===== src/rtl/bcd_seq_ctrl_if.sv =====
// bcd_seq_ctrl_if: start/busy/done handshake and result bus of the sequential binary-to-BCD converter
interface bcd_seq_ctrl_if #(parameter int BIN_W = 8, parameter int DIGITS = 3);
   logic                  start;
   logic [BIN_W-1:0]      bin_in;
   logic                  busy;
   logic                  done;
   logic [4*DIGITS-1:0]   bcd_out;
   logic                  overflow;
   modport master (output start, bin_in, input busy, done, bcd_out, overflow);
   modport slave (input start, bin_in, output busy, done, bcd_out, overflow);
endinterface


===== src/rtl/bcd_seq_ctrl.sv =====
// bcd_seq_ctrl: double-dabble binary-to-BCD converter, one bit per clock, start/busy/done handshake.
// Define BCD_SAT_EN to saturate bcd_out to all nines on overflow; otherwise the result wraps modulo 10^DIGITS.
module bcd_seq_ctrl #(
   parameter int BIN_W  = 8,
   parameter int DIGITS = 3
) (
   input logic            clk,
   input logic            rst_n,
   bcd_seq_ctrl_if.slave  bus
);
   localparam int CW = $clog2(BIN_W + 1);
   localparam int BW = 4 * DIGITS;
   function automatic logic [63:0] pow10(input int n);
      logic [63:0] r = 64'd1;
      for (int i = 0; i < n; i++) r = r * 64'd10;
      return r;
   endfunction
   localparam logic [63:0] MAX_VAL = pow10(DIGITS) - 64'd1;
   typedef enum logic [1:0] {IDLE, SHIFT, FINISH} state_t;
   state_t           state, state_nxt;
   logic [BIN_W-1:0] bin_sr;
   logic [BW-1:0]    bcd_sr, bcd_adj, res;
   logic [CW-1:0]    cnt;
   logic             ovf;
   assign bus.busy = state != IDLE;
`ifdef BCD_SAT_EN
   assign res = ovf ? {DIGITS{4'h9}} : bcd_sr;
`else
   assign res = bcd_sr;
`endif
   // state register
   always_ff @(posedge clk or negedge rst_n) begin
      if (!rst_n) state <= IDLE;
      else state <= state_nxt;
   end
   // next state: accept in IDLE, BIN_W shift steps, one FINISH cycle
   always_comb begin
      state_nxt = state;
      if (state == IDLE) state_nxt = bus.start ? SHIFT : IDLE;
      else if (state == SHIFT) state_nxt = (cnt == CW'(1)) ? FINISH : SHIFT;
      else state_nxt = IDLE;
   end
   // add-3 correction of every digit that is 5 or more, no carry between digits
   always_comb begin
      bcd_adj = bcd_sr;
      for (int i = 0; i < DIGITS; i++)
         bcd_adj[4*i+:4] = (bcd_sr[4*i+:4] >= 4'd5) ? bcd_sr[4*i+:4] + 4'd3 : bcd_sr[4*i+:4];
   end
   // datapath: load operand, shift one bit per cycle, publish result in FINISH
   always_ff @(posedge clk or negedge rst_n) begin
      if (!rst_n) begin
         bin_sr       <= '0;
         bcd_sr       <= '0;
         cnt          <= '0;
         ovf          <= 1'b0;
         bus.done     <= 1'b0;
         bus.bcd_out  <= '0;
         bus.overflow <= 1'b0;
      end else begin
         bus.done <= state == FINISH;
         if (state == IDLE && bus.start) begin
            bin_sr <= bus.bin_in;
            bcd_sr <= '0;
            cnt    <= CW'(BIN_W);
            ovf    <= 64'(bus.bin_in) > MAX_VAL;
         end else if (state == SHIFT) begin
            bcd_sr <= BW'({bcd_adj, bin_sr[BIN_W-1]});
            bin_sr <= bin_sr << 1;
            cnt    <= cnt - CW'(1);
         end else if (state == FINISH) begin
            bus.bcd_out  <= res;
            bus.overflow <= ovf;
         end
      end
   end
endmodule


===== src/flat_wrapper.sv =====
// flat-port wrapper written by rule: the top's interface ports become plain ports
module bcd_seq_ctrl_flat 
#(
   parameter int BIN_W  = 8,
   parameter int DIGITS = 3
)
  (clk, rst_n, bus_start, bus_bin_in, bus_busy, bus_done, bus_bcd_out, bus_overflow);
  bcd_seq_ctrl_if #(.BIN_W(BIN_W), .DIGITS(DIGITS)) bus_i ();
  input logic clk;
  input logic rst_n;
  input wire logic [$bits(bus_i.start)-1:0] bus_start;
  input wire logic [$bits(bus_i.bin_in)-1:0] bus_bin_in;
  output wire logic [$bits(bus_i.busy)-1:0] bus_busy;
  output wire logic [$bits(bus_i.done)-1:0] bus_done;
  output wire logic [$bits(bus_i.bcd_out)-1:0] bus_bcd_out;
  output wire logic [$bits(bus_i.overflow)-1:0] bus_overflow;
  assign bus_i.start = bus_start;
  assign bus_i.bin_in = bus_bin_in;
  assign bus_busy = bus_i.busy;
  assign bus_done = bus_i.done;
  assign bus_bcd_out = bus_i.bcd_out;
  assign bus_overflow = bus_i.overflow;
  bcd_seq_ctrl #(.BIN_W(BIN_W), .DIGITS(DIGITS)) u_core (.clk(clk), .rst_n(rst_n), .bus(bus_i));
endmodule

===== config.mk =====
export PLATFORM = sky130hd
export DESIGN_NAME = bcd_seq_ctrl_flat
export DESIGN_NICKNAME = d
export VERILOG_FILES = /design/src/rtl/bcd_seq_ctrl_if.sv /design/src/rtl/bcd_seq_ctrl.sv /design/src/flat_wrapper.sv
export SDC_FILE = /design/constraint.sdc
export NUM_CORES = 1
export LEC_CHECK = 0
export BUFFER_PORTS_ARGS = -buffer_cell sky130_fd_sc_hd__buf_4
export CAP_MARGIN = 20
export CORE_MARGIN = 2
export CORE_UTILIZATION = 64
export CTS_BUF_LIST = sky130_fd_sc_hd__clkbuf_4
export DETAILED_ROUTE_END_ITERATION = 7
export PLACE_DENSITY = 0.9
export SLEW_MARGIN = 20
export SYNTH_ARGS = -nofsm -noshare
export SYNTH_HDL_FRONTEND = slang
export SYNTH_SLANG_ARGS = --single-unit
export TNS_END_PERCENT = 50

===== constraint.sdc =====
create_clock -name clk -period 4.1 [get_ports clk]
set_clock_uncertainty 0.05 [all_clocks]
set_input_delay 0.205 -clock clk [delete_from_list [all_inputs] [get_ports clk]]
set_output_delay 0.205 -clock clk [all_outputs]
set_load 0.01 [all_outputs]

After elaboration in Yosys (flattened, before gate mapping)

Cells that the tools add are included.
W data, S select, Z words.

Flip-flop bits (word level): 39
Input port bits: 11

$add $sub $neg: 4
Magnitude comparators: 3
Equal/unequal tests: 3
Muxes and demuxes: 13
Bitwise operators: 2
Reductions and logical operators: 5

Operators by type and width:

| cell                  | count |
|---|---|
| $mux W12              | 2 |
| $mux W4               | 4 |
| $mux W8               | 2 |
| $ge A4 B3 Y1 const B  | 3 |
| $add A4 B2 Y4 const B | 2 |
| $mux W2               | 3 |
| $eq A4 B1 Y1 const B  | 1 |
| $reduce_bool A2 Y1    | 2 |
| $sub A4 B1 Y4 const B | 1 |
| $add A3 B2 Y3 const B | 1 |
| $mux W3               | 1 |
| $reduce_and A3 Y1     | 1 |
| $eq A2 B1 Y1 const B  | 1 |
| $eq A2 B2 Y1 const B  | 1 |
| $logic_not A2 Y1      | 1 |
| $not A1 Y1            | 2 |
| $logic_and A1 B1 Y1   | 1 |
| $mux W1               | 1 |

Logic depth before layout (Yosys ltp)

Gate-level depths: netlist (run 1).

Depth in word-level cells: 4
Depth in mapped cells: 5
Gate-level depth less buffers: 5

Worst setup path after synthesis (run 1)

No wires, ideal clock.

Kind: register to register
Start: reg u_core.bcd_sr[0]
End: reg u_core.bcd_sr[2]
Library setup time: 0.104 ns
Arrival time: 1.201 ns
Data required time: 3.946 ns
Setup slack: 2.745 ns
Stages on the path, launching flop included: 6
Buffers on the path: 0
Clock period less this slack: 1.355 ns
Cell sequence: dfrtp_1 inv_1 ha_1 nor2b_1 o21a_1 o311ai_1

Word-level cells in the longest chain between the ends: 4

Ends and longest elaborated chain:

| what                                                 | RTL line           | text |
|---|---|---|
| start: declaration                                   | bcd_seq_ctrl.sv:22 | `logic [BW-1:0] bcd_sr, bcd_adj, res;` |
| start signal: assignment                             | bcd_seq_ctrl.sv:67 | `bcd_sr <= BW'({bcd_adj, bin_sr[BIN_W-1]});` |
| $add A4 B2 Y4 / $ge A4 B3 Y1 (equally long branches) | bcd_seq_ctrl.sv:47 | `bcd_adj[4*i+:4] = (bcd_sr[4*i+:4] >= 4'd5) ? bcd_sr[4*i+:4] + 4'd3 : bcd_sr[4*i+:4];` |
| $mux W4 (*)                                          | bcd_seq_ctrl.sv:47 |  |
| $mux W12 (*)                                         | bcd_seq_ctrl.sv:66 | `end else if (state == SHIFT) begin` |
| $mux W12 (*)                                         | bcd_seq_ctrl.sv:61 | `if (state == IDLE && bus.start) begin` |

Mark *: on every way between the ends. The rest lies on a longest branch, timed or not. The select of a mux whose other input is x is not followed.
A chain may end at the register's enable or synchronous reset.

Final worst setup path (run 1)

Start: reg u_core.state[0]
End: reg u_core.bus.bcd_out[9]

Word-level cells in the longest chain between the ends: 4

Ends and longest elaborated chain:

| what                            | RTL line              | text |
|---|---|---|
| start: declaration              | bcd_seq_ctrl.sv:20    | `state_t state, state_nxt;` |
| start signal: assignment        | bcd_seq_ctrl.sv:34    | `else state <= state_nxt;` |
| $logic_not A2 Y1                | bcd_seq_ctrl.sv:61    |  |
| $logic_and A1 B1 Y1             | bcd_seq_ctrl.sv:61    |  |
| $not A1 Y1 (no line)            | -                     |  |
| $reduce_and A3 Y1 (no line) (*) | -                     |  |
| end signal: assignment          | bcd_seq_ctrl.sv:71    | `bus.bcd_out <= res;` |
| end: declaration                | bcd_seq_ctrl_if.sv:10 | `modport slave (input start, bin_in, output busy, done, bcd_out, overflow);` |

Mark *: on every way between the ends. The rest lies on a longest branch, timed or not.

==> results.py, run 1 <==
metrics = {
    "status": {
        "status": "complete, no violations",
    },
    "timing": {
        "worst_pin_slew_ns": 1.02,
        "hold_ws_ns": 0.0988,
        "layout_setup_ws_ns": 2.04,
        "slew_viol_final": 0,
        "layout_min_cycle_time_ns": 2.06,
        "tns_ns": 0,
        "relSlewSlack_pct": 31.8,
        "setup_viol": 0,
        "fmax_mhz": 485,
        "hold_viol_final": 0,
        "rsz0062_at_grt": "no",
        "finalCritPeriodShare_pct": 50.3,
    },
    "drt": {
        "wl_met2_um": 1960,
        "viasPerCell": 5.98,
        "highest_layer": "met4",
        "vias": 1465,
        "drt-total-wl_um": 3710,
        "drt_first_pass_iters": 7,
        "drtIter0Drc": 72,
        "routedWlPerCell_um": 15.2,
        "wl_met1_um": 1510,
        "remaining_drc_errors": 0,
        "postRouteAntennaNets": 0,
        "wl_met3_um": 134,
    },
    "die": {
        "dieWidth_um": 59.5,
        "fp-row-count": 20,
        "die_h_um": 59.5,
        "num_io_pins": 26,
        "initial_utilization_pct": 66.1,
        "dieArea_mm2": 0.00354,
        "core_mm2": 0.00298,
    },
    "global_routing": {
        "grt_pass1_vias": 1505,
        "grt.total_usage_pct": 23.7,
        "grt_pass1_wl_um": 6160,
        "antenna_found_initial": 0,
        "grt_start_max_net_pins": 40,
        "grt-ovfl-total": 0,
    },
    "clocking": {
        "hold_buffers": 1,
        "numCtsBuffers": 5,
        "post_cts_buffers": 0,
        "cts_tree": "done",
        "cts.sinks": 39,
        "clk_pin_slew_ns": 0.11,
        "cts_resized": 0,
        "cts_root_buf": "clkbuf_4",
        "max-clock-path-buffers": 2,
        "insertion_delay_ns": 0.35,
        "htreeDepth": 2,
    },
    "critical_path": {
        "crit_path_end_kind": "register",
        "critPathRequiredTime_ns": 4.31,
        "crit_type": "register to register",
        "startpoint_type": "register",
        "worst-path-max-fanout": 25,
        "crit_arrival_ns": 2.27,
    },
    "power_and_ir_drop": {
        "ir_drop_mv": 0.419,
        "powerDensity_mw_per_mm2": 715,
        "power.leakage_nw": 1.03,
    },
    "run": {
        "drv_cap": 0,
    },
    "logic_synthesis": {
        "syn_area_per_cell_um2": 10.4,
        "synth_ff_type": "dfrtp_1",
        "netlist_area_mm2": 0.00197,
        "synthDistinctLibCells": 34,
        "synth-seq-cells": 39,
        "synth_top_area_cell": "dfrtp_1",
        "ys_async_sr_fraction_pct": 100,
        "syn_inst": 189,
        "yosysWarnings": 0,
        "ys_seq_area_share_pct": 49.6,
        "synth.net_count": 208,
        "yosys.area.top_type_share_pct": 49.6,
        "synth_edf_count": 0,
        "synth_area_leaders": "dfrtp_1 (50%), nand2_1 (6.5%), o21ai_2 (5.3%), ha_1 (5.1%), o21ai_0 (3.0%)",
    },
    "final_layout": {
        "drive_above_1_share_pct": 23.6,
        "antenna-diode-count": 0,
        "nNetsFinal": 230,
        "syn_to_final_growth_pct": 10.5,
    },
    "place": {
        "io_buffers": 24,
        "post-place-ws_ns": 2.04,
        "gp_congestion": 0.804,
        "dpl.hpwl_um": 2690,
    },
    "hold_path": {
        "timing.hold.worst.class": "input pin to register",
    },
}
## per-stage QoR
step | area (um2) | std cells | power [mW] | util [%]
final | 2180 | 245 | 1.56 | 73.1
after global routing | 2180 | 245 | 1.66 | 73.1
after CTS | 2180 | 245 | 1.56 | 73.1
after detailed placement | 2110 | 236 | 1.36 | 70.8
after global placement | 2110 | 236 | 1.29 | 70.8
after floorplan | 1970 | 189 | 1.16 | -
## power by group
group,switching (mW),total (mW),internal [mW]
Sequential,0.140,0.671,0.531
Combinational,0.381,0.688,0.308
Clock,0.124,0.197,0.0728
## final cells by class
| cell class | instances | area [um2] |
|---|---|---|
| inverters | 16 | 60.1 |
| clock buffers | 6 | 45.0 |
| fillers | 217 | 802 |
| well taps | 33 | 41.3 |
| flip-flops and latches | 39 | 976 |
| repair buffers | 25 | 190 |
| clock inverters | 2 | 12.5 |
| multi-input cells | 124 | 851 |
## Yosys cell counts, types with 2 or more instances
cell type,instances
o21ai_2,12
o21ai_0,12
o2111ai_1,6
buf_6,4
o211ai_1,2
a22oi_1,7
inv_1,16
nand2b_1,3
buf_2,3
buf_4,3
xnor2_1,2
o31ai_1,5
dfrtp_1,39
a22o_1,5
nor2_1,2
nor2b_1,4
o21a_1,3
o311ai_1,3
ha_1,8
nand3b_1,3
nand2_1,34
## final timing paths
check,start,end,slack (ns),cells after the start
max reg2reg,u_core.state[0],u_core.bus.bcd_out[9],2.04,3
max in group asynchronous,rst_n,u_core.bin_sr[5],3.38,2
min reg2reg,u_core.bus.bcd_out[8],u_core.bus.bcd_out[8],0.44,2
min in group asynchronous,rst_n,u_core.bus.bcd_out[6],0.29,2
min,bus_bin_in[5],u_core.bin_sr[5],0.1,3
max,u_core.state[0],u_core.bus.bcd_out[9],2.04,3
## metal layers
| metal | GRT usage (%) | up-vias |
|---|---|---|
| met5 | 0 | - |
| met4 | 16.2 | 0 |
| met3 | 4.15 | 10 |
| met2 | 42.9 | 42 |
| met1 | 24.5 | 709 |
| li1 | - | 704 |
## worst max-delay path, stage by stage (launching register included)
cell and delay (ns):
dfrtp_1 0.79, nand2b_1 0.88, nand2_1 0.16, o21ai_2 0.09
## placed cells by master, fill, tap and decap left out, types with 2 or more instances in the layout
cell type	instances
a22o_1	5
a22oi_1	7
buf_4	24
clkbuf_4	6
dfrtp_1	39
ha_1	8
inv_1	16
nand2_1	34
nand2b_1	3
nand3b_1	3
nor2_1	2
nor2b_1	4
o2111ai_1	6
o211ai_1	2
o21a_1	3
o21ai_0	12
o21ai_2	12
o311ai_1	3
o31ai_1	5
xnor2_1	2
## cells by family (layout without fill, tap and decap cells)
kind of cell | count (synthesis) | after routing | share of synthesized area, %
AOI/OAI and AO/OA | 60 | 60 | 23.7
xor gates and xnor gates | 2 | 2 | 0.890
adders and majority gates | 8 | 8 | 5.08
buffers and inverters | 26 | 49 | 7.24
DFF | 39 | 39 | 49.6
muxes | 2 | 2 | 1.08
other | 1 | 1 | 0.190
and+or+nand+nor | 51 | 51 | 12.3
## sequential cells by signal, summed over array words and instances (netlist names)
name and count:
u_core.bcd_sr 12, u_core.bus.bcd_out 12, u_core.bin_sr 8, u_core.cnt 4, u_core.state 2, u_core.bus.done 1
No activity file was read; power rests on OpenSTA's default activity.
==> inputs of run 2 (changes only) <==
--- a/config.mk
+++ b/config.mk
@@ -5,13 +5,14 @@
 export SDC_FILE = /design/constraint.sdc
 export NUM_CORES = 1
 export LEC_CHECK = 0
+export ABC_AREA = 1
 export BUFFER_PORTS_ARGS = -buffer_cell sky130_fd_sc_hd__buf_4
 export CAP_MARGIN = 20
 export CORE_MARGIN = 2
-export CORE_UTILIZATION = 64
+export CORE_UTILIZATION = 59
 export CTS_BUF_LIST = sky130_fd_sc_hd__clkbuf_4
 export DETAILED_ROUTE_END_ITERATION = 7
-export PLACE_DENSITY = 0.9
+export PLACE_DENSITY = 0.85
 export SLEW_MARGIN = 20
 export SYNTH_ARGS = -nofsm -noshare
 export SYNTH_HDL_FRONTEND = slang
==> constraint.sdc (replaced) <==
create_clock -name clk -period 2.1 [get_ports clk]
set_clock_uncertainty 0.05 [all_clocks]
set_input_delay 0.105 -clock clk [delete_from_list [all_inputs] [get_ports clk]]
set_output_delay 0.105 -clock clk [all_outputs]
set_load 0.01 [all_outputs]
==> results.py, run 2 <==
metrics = {
    "die": {
        "num_io_pins": 26,
        "die_h_um": 60.7,
        "fp-row-count": 20,
        "core_mm2": 0.00305,
        "dieWidth_um": 60.7,
        "dieArea_mm2": 0.00369,
        "initial_utilization_pct": 62.2,
    },
    "timing": {
        "setup_viol": 0,
        "hold_ws_ns": 0.0175,
        "fmax_mhz": 688,
        "finalCritPeriodShare_pct": 69.2,
        "rsz0062_at_grt": "no",
        "slew_viol_final": 0,
        "tns_ns": 0,
        "layout_setup_ws_ns": 0.647,
        "layout_min_cycle_time_ns": 1.45,
        "hold_viol_final": 0,
    },
    "logic_synthesis": {
        "yosys.area.top_type_share_pct": 51.4,
        "netlist_area_mm2": 0.00190,
        "synth_top_area_cell": "dfrtp_1",
        "synth_ff_type": "dfrtp_1",
        "synth_commonest_cells": "nand2_1 (73), dfrtp_1 (39), inv_1 (24)",
        "synth.net_count": 239,
        "yosysWarnings": 0,
        "synth_area_leaders": "dfrtp_1 (51%), nand2_1 (14%), nand3_1 (5.8%), ha_1 (5.3%), o21ai_0 (5.3%)",
        "ys_seq_area_share_pct": 51.4,
        "synth-seq-cells": 39,
        "synthDistinctLibCells": 24,
        "synth.most_common_cell": "nand2_1",
        "ys_async_sr_fraction_pct": 100,
        "syn_inst": 220,
        "syn_area_per_cell_um2": 8.63,
        "synth_edf_count": 0,
    },
    "critical_path": {
        "slowest_stage": "dfrtp_1",
        "critPathRequiredTime_ns": 2.33,
        "cp_common_cell": "nand2_1",
        "crit_path_end_kind": "register",
        "crit_path_max_incr_delay_ns": 0.41,
        "crit_type": "register to register",
        "crit_chain": "inv_1 > ha_1 > inv_1 > nand2_1 > nand3_1 > nand2_1 > nand3_1 > nand2_1",
        "cpLargestDelayFamily": "simple AND/OR/NAND/NOR gates",
        "crit_buf_inv": 2,
        "worst-path-max-fanout": 5,
        "startpoint_type": "register",
        "crit_arrival_ns": 1.69,
    },
    "global_routing": {
        "antenna_found_initial": 0,
        "grt-ovfl-total": 0,
        "grt_start_max_net_pins": 40,
        "grt.total_usage_pct": 21.6,
        "grt_pass1_wl_um": 5690,
        "grt_pass1_vias": 1345,
    },
    "final_layout": {
        "layout_commonest_cell": "nand2_1",
        "syn_to_final_growth_pct": 16.4,
        "antenna-diode-count": 0,
        "finish.utilization_pct": 72.4,
        "area.sequential_um2": 976,
        "drive_above_1_share_pct": 15.7,
        "nNetsFinal": 273,
        "top_regs": "u_core.bcd_sr: 12 flops, u_core.bus.bcd_out: 12 flops, u_core.bin_sr: 8 flops",
        "n_fill_cell": 248,
        "final_cell_mix": "nand2_1 (73), dfrtp_1 (39), inv_1 (24), buf_4 (24), nand3_1 (22)",
        "multi_input_area_um2": 761,
    },
    "drt": {
        "viasPerCell": 5.13,
        "remaining_drc_errors": 0,
        "drt_first_pass_iters": 4,
        "drt-total-wl_um": 3460,
        "drtIter0Drc": 66,
        "vias": 1529,
        "routedWlPerCell_um": 11.6,
        "postRouteAntennaNets": 0,
    },
    "clocking": {
        "cts_root_buf": "clkbuf_4",
        "post_cts_buffers": 0,
        "htreeDepth": 2,
        "numCtsBuffers": 5,
        "insertion_delay_ns": 0.34,
        "max-clock-path-buffers": 2,
        "cts_tree": "done",
        "clk_pin_slew_ns": 0.11,
        "cts.sinks": 39,
    },
    "place": {
        "io_buffers": 24,
        "post-place-ws_ns": 0.667,
        "dpl.hpwl_um": 2410,
        "gp_congestion": 0.813,
    },
    "power_and_ir_drop": {
        "ir_drop_mv": 0.761,
        "finalPower_mw": 3.04,
        "powerDensity_mw_per_mm2": 1380,
        "power.leakage_nw": 1.16,
    },
    "hold_path": {
        "timing.hold.worst.class": "input pin to register",
    },
    "run": {
        "drv_cap": 0,
    },
    "status": {
        "status": "complete, no violations",
    },
}
-- run 2: changes by cell type after synthesis, sizes merged, moves of 5 or more --
cell / previous run / this run
nor2b: 6 / 0
a22o: 5 / 0
a22oi: 7 / 0
nand2: 34 / 76
o2111ai: 6 / 0
nand4: 0 / 6
inv: 16 / 26
o31ai: 5 / 0
nand3: 0 / 22
-- run 2: report_power, final --
| part | leakage, nW | internal [mW] | switching [mW] |
|---|---|---|---|
| Clock | 0.0285 | 0.119 | 0.232 |
| Sequential | 0.490 | 1.06 | 0.217 |
| Combinational | 0.638 | 0.567 | 0.845 |
-- run 2: through the flow --
| step | std cells | instance area, um2 |
|---|---|---|
| after detailed placement | 282 | 2070 |
| after floorplan | 220 | 1900 |
| after CTS | 298 | 2210 |
| after global routing | 298 | 2210 |
| final | 298 | 2210 |
| after global placement | 282 | 2070 |
-- run 2: worst paths after layout --
path                       cells past startpoint  slack, ns             startpoint                     end
max                                            8       0.65       u_core.bcd_sr[5]        u_core.bcd_sr[5]
min                                            3       0.02              bus_start         u_core.state[0]
max reg2reg                                    8       0.65       u_core.bcd_sr[5]        u_core.bcd_sr[5]
min reg2reg                                    2       0.44  u_core.bus.bcd_out[3]   u_core.bus.bcd_out[3]
max in group asynchronous                      2       1.46                  rst_n        u_core.bin_sr[6]
min in group asynchronous                      2       0.21                  rst_n  u_core.bus.bcd_out[11]
-- run 2: cell families after synthesis --
kind of cell,after synthesis,share of synthesized area [%]
and+or+nand+nor,108,24.8
DFF,39,51.4
buffers and inverters,33,8.56
AOI/OAI and AO/OA,30,9.35
adders and majority gates,8,5.27
xor gates and xnor gates,1,0.461
other,1,0.197
-- run 2: area by class of cell --
type | instances | area share, %
timing repair buffer | 33 | 12.2
clock inverter | 2 | 0.396
clock buffer | 5 | 1.70
multi-input combinational | 148 | 34.4
sequential | 39 | 44.1
inverter | 27 | 4.64
tap | 44 | 2.49
-- run 2: worst min-delay path, cell delays in order --
cell	delay, ns
buf_4	0.10
nand2_1	0.09
nand2_1	0.08
-- run 2: layer usage --
layer | vias to the layer above | share of wire (%) | wire length (um) | track usage (%)
li1 | 778 | - | - | -
met1 | 694 | 44 | 1520 | 26.4
met2 | 48 | 48 | 1680 | 35.6
met3 | 9 | 5.3 | 185 | 4.90
met4 | 0 | 2.4 | 82 | 11.5
met5 | - | 0 | 0 | 0
-- run 2: what timing repair did --
action | 4_1_cts | 5_1_grt
setup endpoints to repair | 0 | 0
endpoints found under the hold margin | 47 | 0
hold buffers | 9 | 0
gates resized for setup | 0 | 0
==> inputs of run 3 (changes only) <==
--- a/config.mk
+++ b/config.mk
@@ -5,14 +5,14 @@
 export SDC_FILE = /design/constraint.sdc
 export NUM_CORES = 1
 export LEC_CHECK = 0
-export ABC_AREA = 1
+export ABC_AREA = 0
 export BUFFER_PORTS_ARGS = -buffer_cell sky130_fd_sc_hd__buf_4
 export CAP_MARGIN = 20
 export CORE_MARGIN = 2
 export CORE_UTILIZATION = 59
 export CTS_BUF_LIST = sky130_fd_sc_hd__clkbuf_4
 export DETAILED_ROUTE_END_ITERATION = 7
-export PLACE_DENSITY = 0.85
+export PLACE_DENSITY = 0.84
 export SLEW_MARGIN = 20
 export SYNTH_ARGS = -nofsm -noshare
 export SYNTH_HDL_FRONTEND = slang
==> constraint.sdc (replaced) <==
create_clock -name clk -period 1.34 [get_ports clk]
set_clock_uncertainty 0.05 [all_clocks]
set_input_delay 0.067 -clock clk [delete_from_list [all_inputs] [get_ports clk]]
set_output_delay 0.067 -clock clk [all_outputs]
set_load 0.01 [all_outputs]
==> results.py, run 3 (synthesized netlist as in run 1, its figures left out) <==
metrics = {
    "timing": {
        "slew_viol_final": 0,
        "tns_ns": -0.960,
        "layout_min_cycle_time_ns": 1.46,
        "setup_viol": 17,
        "rsz0062_at_grt": "yes",
        "layout_setup_ws_ns": -0.119,
        "hold_ws_ns": 0.0638,
        "hold_viol_final": 0,
        "fmax_mhz": 686,
        "finalCritPeriodShare_pct": 109,
    },
    "place": {
        "dpl.hpwl_um": 2840,
        "gp_congestion": 0.837,
        "dp.cells": 267,
        "post-place-ws_ns": -0.0941,
        "io_buffers": 24,
        "place_area_mm2": 0.00230,
    },
    "die": {
        "num_io_pins": 26,
        "initial_utilization_pct": 63.5,
        "core_mm2": 0.00310,
        "dieArea_mm2": 0.00382,
        "die_h_um": 61.8,
        "dieWidth_um": 61.8,
        "fp-row-count": 20,
    },
    "final_layout": {
        "top_regs": "u_core.bcd_sr: 12 flops, u_core.bus.bcd_out: 12 flops, u_core.bin_sr: 8 flops",
        "antenna-diode-count": 0,
        "post_layout_nonfiller_instances": 299,
        "multi_input_area_mm2": 0.00103,
        "final_cell_mix": "buf_4 (52), dfrtp_1 (37), nand2_1 (32)",
        "drive_above_1_share_pct": 45.5,
        "finish.instance_area_mm2": 0.00279,
        "n_fill_cell": 131,
        "syn_to_final_growth_pct": 41.6,
        "layout_commonest_cell": "buf_4",
        "nNetsFinal": 273,
        "finish.utilization_pct": 89.9,
        "area.sequential_um2": 978,
    },
    "clocking": {
        "clk_pin_slew_ns": 0.12,
        "max-clock-path-buffers": 2,
        "htreeDepth": 2,
        "cts_tree": "done",
        "cts.sinks": 39,
        "numCtsBuffers": 5,
        "insertion_delay_ns": 0.35,
        "cts_root_buf": "clkbuf_4",
    },
    "drt": {
        "drt-total-wl_um": 6200,
        "vias": 1826,
        "postRouteAntennaNets": 0,
        "viasPerCell": 6.11,
        "drt_first_pass_iters": 4,
        "routedWlPerCell_um": 20.7,
        "drtIter0Drc": 191,
        "remaining_drc_errors": 0,
    },
    "global_routing": {
        "antenna_found_initial": 0,
        "grt_pass1_vias": 1920,
        "grt_pass1_wl_um": 8720,
        "grt.total_usage_pct": 32.3,
        "grt_start_max_net_pins": 40,
        "grt-ovfl-total": 0,
    },
    "power_and_ir_drop": {
        "swShare_pct": 41.9,
        "power_frac_seq_pct": 29.9,
        "power.leakage_nw": 1.31,
        "p_comb_share_pct": 58.4,
        "intPower_mw": 3.93,
        "ir_drop_mv": 1.27,
        "clkPwrFrac_pct": 11.8,
        "finalPower_mw": 6.76,
        "p_switching_mw": 2.83,
        "powerDensity_mw_per_mm2": 2420,
    },
    "run": {
        "drv_cap": 0,
    },
    "critical_path": {
        "startpoint_type": "register",
        "crit_type": "register to register",
        "crit_path_end_kind": "register",
        "worst-path-max-fanout": 3,
        "critPathRequiredTime_ns": 1.50,
        "crit_arrival_ns": 1.62,
    },
    "hold_path": {
        "timing.hold.worst.class": "input pin to register",
    },
    "status": {
        "violations": "setup timing",
        "status": "finished, violations left",
    },
}
[run 3: final cells by class]
class,instances,area share (%)
multi-input combinational,124,37.0
sequential,39,35.1
timing repair buffer,68,21.0
inverter,16,2.15
tap,44,1.97
clock inverter,3,1.39
clock buffer,5,1.35
[run 3: critical path, stage by stage (launching register included)]
cell,delay (ns)
dfrtp_1,0.39
inv_2,0.08
ha_4,0.16
nor2b_4,0.13
buf_6,0.11
o2111ai_2,0.20
o211ai_1,0.18
[run 3: metal layers]
| layer | track usage, % | wire length [um] | vias up |
|---|---|---|---|
| met2 | 57.6 | 3250 | 113 |
| met5 | 0 | 0 | - |
| li1 | - | - | 786 |
| met3 | 8.90 | 439 | 36 |
| met4 | 15.5 | 317 | 0 |
| met1 | 35.3 | 2190 | 891 |
[run 3: power by group through the flow]
stage | Combinational (mW) | Clock, mW | Sequential (mW)
final | 3.94 | 0.794 | 2.02
after global placement | 2.39 | 0 | 1.93
after detailed placement | 2.56 | 0 | 1.98
after CTS | 3.27 | 0.777 | 1.94
after global routing | 4.17 | 0.845 | 2.07
after floorplan | 1.58 | 0 | 1.98
[run 3: path summary, 6_finish.rpt]
check	from	endpoint	slack (ns)	depth (start not counted)
hold / removal	bus_bin_in[0]	u_core.bin_sr[0]	0.06	4
min in group asynchronous	rst_n	u_core.bus.bcd_out[9]	0.15	2
setup / recovery	u_core.bcd_sr[1]	u_core.bcd_sr[1]	-0.12	6
max in group asynchronous	rst_n	u_core.state[0]	0.72	2
hold reg to reg	u_core.bin_sr[5]	u_core.bin_sr[5]	0.46	2
setup reg to reg	u_core.bcd_sr[1]	u_core.bcd_sr[1]	-0.12	6
[run 3: timing repair]
item,CTS,global route
resized for setup,31,21
setup buffers,16,2
hold buffers,8,0
endpoints found under the setup margin,17,21
endpoints found under the hold margin,46,0
pin swaps,10,12
